===== src/rtl/ssd_byte_demux.sv =====
// ssd_byte_demux: reassembles a sync-flagged byte-serial stream into full words,
// tracking frame alignment and counting framing errors.
module ssd_byte_demux #(
    parameter int NUM_LANES = 4,
    parameter int LANE_W    = 8,
    parameter int ERR_W     = 8
) (
    input  logic                        CLK,
    input  logic                        RST_N,
    input  logic                        IN_VALID,
    input  logic                        IN_SYNC,
    input  logic [LANE_W-1:0]           INPUT,
    output logic [NUM_LANES*LANE_W-1:0] OUTPUT,
    output logic                        OUT_VALID,
    output logic                        LOCKED,
    output logic                        SYNC_ERR,
    output logic [ERR_W-1:0]            ERR_CNT
);
    localparam int W  = NUM_LANES * LANE_W;
    localparam int CW = NUM_LANES > 1 ? $clog2(NUM_LANES) : 1;
    typedef enum logic [1:0] {HUNT, COLLECT, ALIGNED} state_t;
    state_t state, state_n;
    logic [CW-1:0] cnt, cnt_n;
    logic [W-1:0] part, part_n, out_n;
    logic ov_n, err_n;
    always_ff @(posedge CLK or negedge RST_N) begin
        if (!RST_N) begin
            state     <= HUNT;
            cnt       <= '0;
            part      <= '0;
            OUTPUT    <= '0;
            OUT_VALID <= 1'b0;
            SYNC_ERR  <= 1'b0;
            ERR_CNT   <= '0;
        end else begin
            state     <= state_n;
            cnt       <= cnt_n;
            part      <= part_n;
            OUTPUT    <= out_n;
            OUT_VALID <= ov_n;
            SYNC_ERR  <= err_n;
            if (err_n && ERR_CNT != '1)
                ERR_CNT <= ERR_CNT + 1'b1;
        end
    end
    always_comb begin
        state_n = state;
        cnt_n   = cnt;
        part_n  = part;
        out_n   = OUTPUT;
        ov_n    = 1'b0;
        err_n   = 1'b0;
        if (IN_VALID) begin
            case (state)
                HUNT: if (IN_SYNC) begin
                    part_n  = W'(INPUT);
                    cnt_n   = CW'(1);
                    state_n = COLLECT;
                end
                COLLECT: if (IN_SYNC) begin
                    // Re-frame on the new sync byte; the partial word is abandoned.
                    err_n  = 1'b1;
                    part_n = W'(INPUT);
                    cnt_n  = CW'(1);
                end else begin
                    part_n[LANE_W*cnt +: LANE_W] = INPUT;
                    if (cnt == CW'(NUM_LANES - 1)) begin
                        out_n   = part_n;
                        ov_n    = 1'b1;
                        cnt_n   = '0;
                        state_n = ALIGNED;
                    end else begin
                        cnt_n = cnt + 1'b1;
                    end
                end
                ALIGNED: if (IN_SYNC) begin
                    part_n  = W'(INPUT);
                    cnt_n   = CW'(1);
                    state_n = COLLECT;
                end else begin
                    err_n   = 1'b1;
                    state_n = HUNT;
                end
                default: state_n = HUNT;
            endcase
        end
    end
    assign LOCKED = state != HUNT;
endmodule


===== config.mk =====
export PLATFORM = sky130hd
export DESIGN_NAME = ssd_byte_demux
export DESIGN_NICKNAME = d
export VERILOG_FILES = /design/src/rtl/ssd_byte_demux.sv
export SDC_FILE = /design/constraint.sdc
export NUM_CORES = 1
export LEC_CHECK = 0
export BUFFER_PORTS_ARGS = -buffer_cell sky130_fd_sc_hd__buf_2
export CAP_MARGIN = 20
export CORE_ASPECT_RATIO = 0.9
export CORE_MARGIN = 2
export CORE_UTILIZATION = 50
export DETAILED_ROUTE_END_ITERATION = 12
export GPL_TIMING_DRIVEN = 0
export PLACE_DENSITY = 0.75
export SLEW_MARGIN = 5
export SYNTH_ARGS = -nofsm -noshare
export SYNTH_HDL_FRONTEND = slang
export SYNTH_SLANG_ARGS = --single-unit

===== constraint.sdc =====
create_clock -name CLK -period 1.9 [get_ports CLK]
set_input_delay 0 -clock CLK [delete_from_list [all_inputs] [get_ports CLK]]
set_output_delay 0 -clock CLK [all_outputs]
set_load 0.005 [all_outputs]

==> results.rst <==
.. list-table::
   :header-rows: 1

   * - Metric
     - Value
   * - Run status
     - completed
   * - Port bufs
     - 46
   * - Cts bufs inserted
     - 9
   * - CTS Buffer Depth
     - 2
   * - Number of hold violations in the final report
     - 0
   * - Post-synthesis async set-or-reset flop share
     - 100.0%
   * - Setup violations, final
     - 0
   * - Multi-input combinational cell area
     - 1330 um^2
   * - Vias in the first global route
     - 2388
   * - Commonest non-fill, non-tap cell in the layout
     - sky130_fd_sc_hd__dfrtp_1
   * - Overall via count from detail_route
     - 2449
   * - Max_cap viols
     - 0
   * - Clock Skews
     - 0.01199 ns
   * - Last weighted congestion value of the routability-driven placer
     - 0.8272
   * - Sum of routed wire length over all layers
     - 7237 um
   * - Sequential cell area fraction in the yosys report
     - 55.27%
   * - H-tree depth
     - 3
   * - Final number of max-transition violations
     - 0
   * - Share of the cycle needed by the critical path after routing
     - 98.11%
   * - Die ar.
     - 6992 um^2
   * - Count of state elements after synthesis
     - 70
   * - Critical path peak fanout
     - 9
   * - Final critical-path required period
     - 1.864 ns
   * - Yosys warning count
     - 0
   * - Num ports
     - 55
   * - Cell area after synthesis
     - 3169 um^2
   * - Core Rows
     - 27
   * - Leakage power figure
     - 1.878 nW
   * - Maximum number of pins on one net before global-route repair
     - 71
   * - Via-per-instance ratio
     - 5.324
   * - Final antenna diode count
     - 0
   * - Leading register cell type out of synthesis
     - sky130_fd_sc_hd__dfrtp_1
   * - Post-route worst setup slack
     - 0.03582 ns
   * - Core Util, Final
     - 63.02%
   * - Peak supply drop
     - 0.5994 mV
   * - Violation count after the first detailed-route iteration
     - 210
   * - Critical path required time
     - 2.13 ns
   * - Actual transition at the worst max-transition pin
     - 0.8627 ns
   * - Area of the core region
     - 6115 um^2
   * - Post-route setup TNS
     - 0 ns
   * - Sink count of the clock tree
     - 70
   * - Slew Limit Headroom
     - 42.49%
   * - Startpoint type of the worst setup path
     - flip-flop
   * - Remaining routing DRC violations
     - 0
   * - Fin nets
     - 387
   * - Ratio of cells with drive above 1 in the final layout
     - 25.20%
   * - Worst Setup Path Type
     - flip-flop to flip-flop
   * - Clock transition at the registers of the reported paths
     - 0.07 ns
   * - Antenna violations before repair
     - 0
   * - Latest clock arrival within the worst-skew pair
     - 0.35 ns
   * - Synthesized netlist net count
     - 323
   * - Most frequent cells in the layout
     - sky130_fd_sc_hd__dfrtp_1, sky130_fd_sc_hd__buf_2, sky130_fd_sc_hd__nand2_1, sky130_fd_sc_hd__o21ai_0, sky130_fd_sc_hd__nor2b_1
   * - Overall die width
     - 87.92 um
   * - Endpoint class of the critical path
     - flip-flop
   * - Number of enable-type register cells in the synthesized netlist
     - 0
   * - Die span in y
     - 79.53 um
   * - Number of iterations in the first detailed-routing pass
     - 4
   * - Initial Util
     - 51.83%
   * - Fmax achieved
     - 0.5364 GHz
   * - Cells after synthesis
     - 305
   * - PD cells
     - 1353 nW/um^2
   * - Clock tree from TritonCTS
     - built
   * - Clock tree root buffer cell
     - sky130_fd_sc_hd__clkbuf_8
   * - Worst path arrival time
     - 2.10 ns
   * - Global-route wire length before repair
     - 11790 um
   * - Fillers
     - 518
   * - Area growth from synthesis to layout
     - 21.60%
   * - Final HPWL DP
     - 4757 um
   * - Number of antenna-violating nets in the routed design
     - 0
   * - Class of the most critical hold timing path
     - input port to flip-flop
   * - Total routing usage reported by global routing
     - 22.39%
   * - Register area
     - 1752 um^2
   * - Pre-CTS setup slack
     - -0.1313 ns
   * - Post-Syn Area per Cell
     - 10.39 um^2
   * - Overflow left after global routing
     - 0
   * - Detail-routed net length per standard cell
     - 15.73 um
   * - Number of distinct library cells after synthesis
     - 36
-- cell type report --
class                   instances  share of cell area, %
plain buffers                  22                  3.084
clock buffers                  10                  3.571
clock inverters                 5                  2.175
inverters                       8                 0.8442
multi-input cells             205                  34.51
flip-flops and latches         70                  45.45
well taps                      87                  2.825
repair buffers                 53                  7.532
-- path summary, 6_finish.rpt --
path,from,slack [ns],end,cells past startpoint
setup / recovery,cnt[0],0.04,part[1],7
hold / removal,INPUT[6],0.07,OUTPUT[30],3
setup reg to reg,cnt[0],0.04,part[1],7
hold reg to reg,OUTPUT[28],0.47,OUTPUT[28],2
max in group asynchronous,RST_N,1.04,SYNC_ERR,2
min in group asynchronous,RST_N,0.31,OUTPUT[21],2
-- sequential cells by signal, summed over array words and instances, names as in the netlist --
| signal | flops |
|---|---|
| OUTPUT | 32 |
| OUT_VALID | 1 |
| SYNC_ERR | 1 |
| part | 24 |
| ERR_CNT | 8 |
| state | 2 |
| cnt | 2 |
-- where the power goes --
part	switching [mW]	internal, mW	total [mW]
sequential	0.261	1.88	2.14
clock	0.557	0.769	1.33
combinational	0.919	0.833	1.75
-- critical path, cell delays in order, from the launching register on --
cell and delay (ns):
sky130_fd_sc_hd__dfrtp_1 0.43, sky130_fd_sc_hd__inv_4 0.09, sky130_fd_sc_hd__ha_4 0.31, sky130_fd_sc_hd__and4bb_1 0.21
sky130_fd_sc_hd__buf_6 0.15, sky130_fd_sc_hd__nor3b_4 0.22, sky130_fd_sc_hd__nor2_4 0.09, sky130_fd_sc_hd__a22o_1 0.25
-- layer usage --
metal | vias up | routed length [um] | GRT usage, %
met5 | - | 0 | 0
met4 | 0 | 161 | 7.846
met3 | 13 | 452 | 6.205
li1 | 1178 | - | -
met2 | 82 | 3329 | 34.55
met1 | 1176 | 3294 | 30.37
-- metrics by stage --
step	cells	power, mW	instance area [um^2]	hold slack (ns)
6_report	460	5.215	3854	0.07442
3_5_place_dp	438	3.668	3511	0.1639
4_1_cts	457	5.095	3792	0.06732
5_1_grt	460	5.558	3854	0.09262
2_1_floorplan	305	3.119	3169	-0.2956
3_3_place_gp	438	3.602	3508	0.2653
-- cells by family (layout without fill, tap and decap cells) --
| kind of cell | count (synthesis) | after routing | synth area share [%] |
|---|---|---|---|
| flip-flops | 70 | 70 | 55.27 |
| multiplexers | 4 | 4 | 1.500 |
| adder cells (fa/ha/maj) | 6 | 6 | 2.369 |
| XOR/XNOR | 4 | 4 | 1.106 |
| AO/OA/AOI/OAI | 92 | 92 | 18.12 |
| AND/OR/NAND/NOR | 99 | 99 | 16.94 |
| buffers and inverters | 30 | 98 | 4.698 |
-- cell usage after synthesis, types with 3 or more instances --
cell	count	share of area (%)
sky130_fd_sc_hd__nor2_1	4	0.47
sky130_fd_sc_hd__and4bb_1	3	1.2
sky130_fd_sc_hd__inv_1	6	0.71
sky130_fd_sc_hd__a22o_1	25	6.9
sky130_fd_sc_hd__buf_2	8	1.3
sky130_fd_sc_hd__ha_1	6	2.4
sky130_fd_sc_hd__buf_1	8	0.95
sky130_fd_sc_hd__o21ai_0	30	4.7
sky130_fd_sc_hd__dfrtp_1	70	55
sky130_fd_sc_hd__nand2_1	48	5.7
sky130_fd_sc_hd__and2_1	3	0.59
sky130_fd_sc_hd__buf_6	3	1.1
sky130_fd_sc_hd__nand3_1	3	0.47
sky130_fd_sc_hd__a21oi_1	26	4.1
sky130_fd_sc_hd__xor2_1	3	0.83
sky130_fd_sc_hd__o21ai_1	5	0.79
sky130_fd_sc_hd__nor2b_1	27	5.3
sky130_fd_sc_hd__a21o_1	3	0.71
-- what timing repair did --
item                       in CTS  in global routing
setup endpoints to repair      24                 24
hold endpoints to repair       72                  0
buffers inserted                2                  3
hold buffers                    2                  0
pin swaps                       0                  3
resized for setup               6                  6
Note: power is estimated with default switching activity, not from simulation.
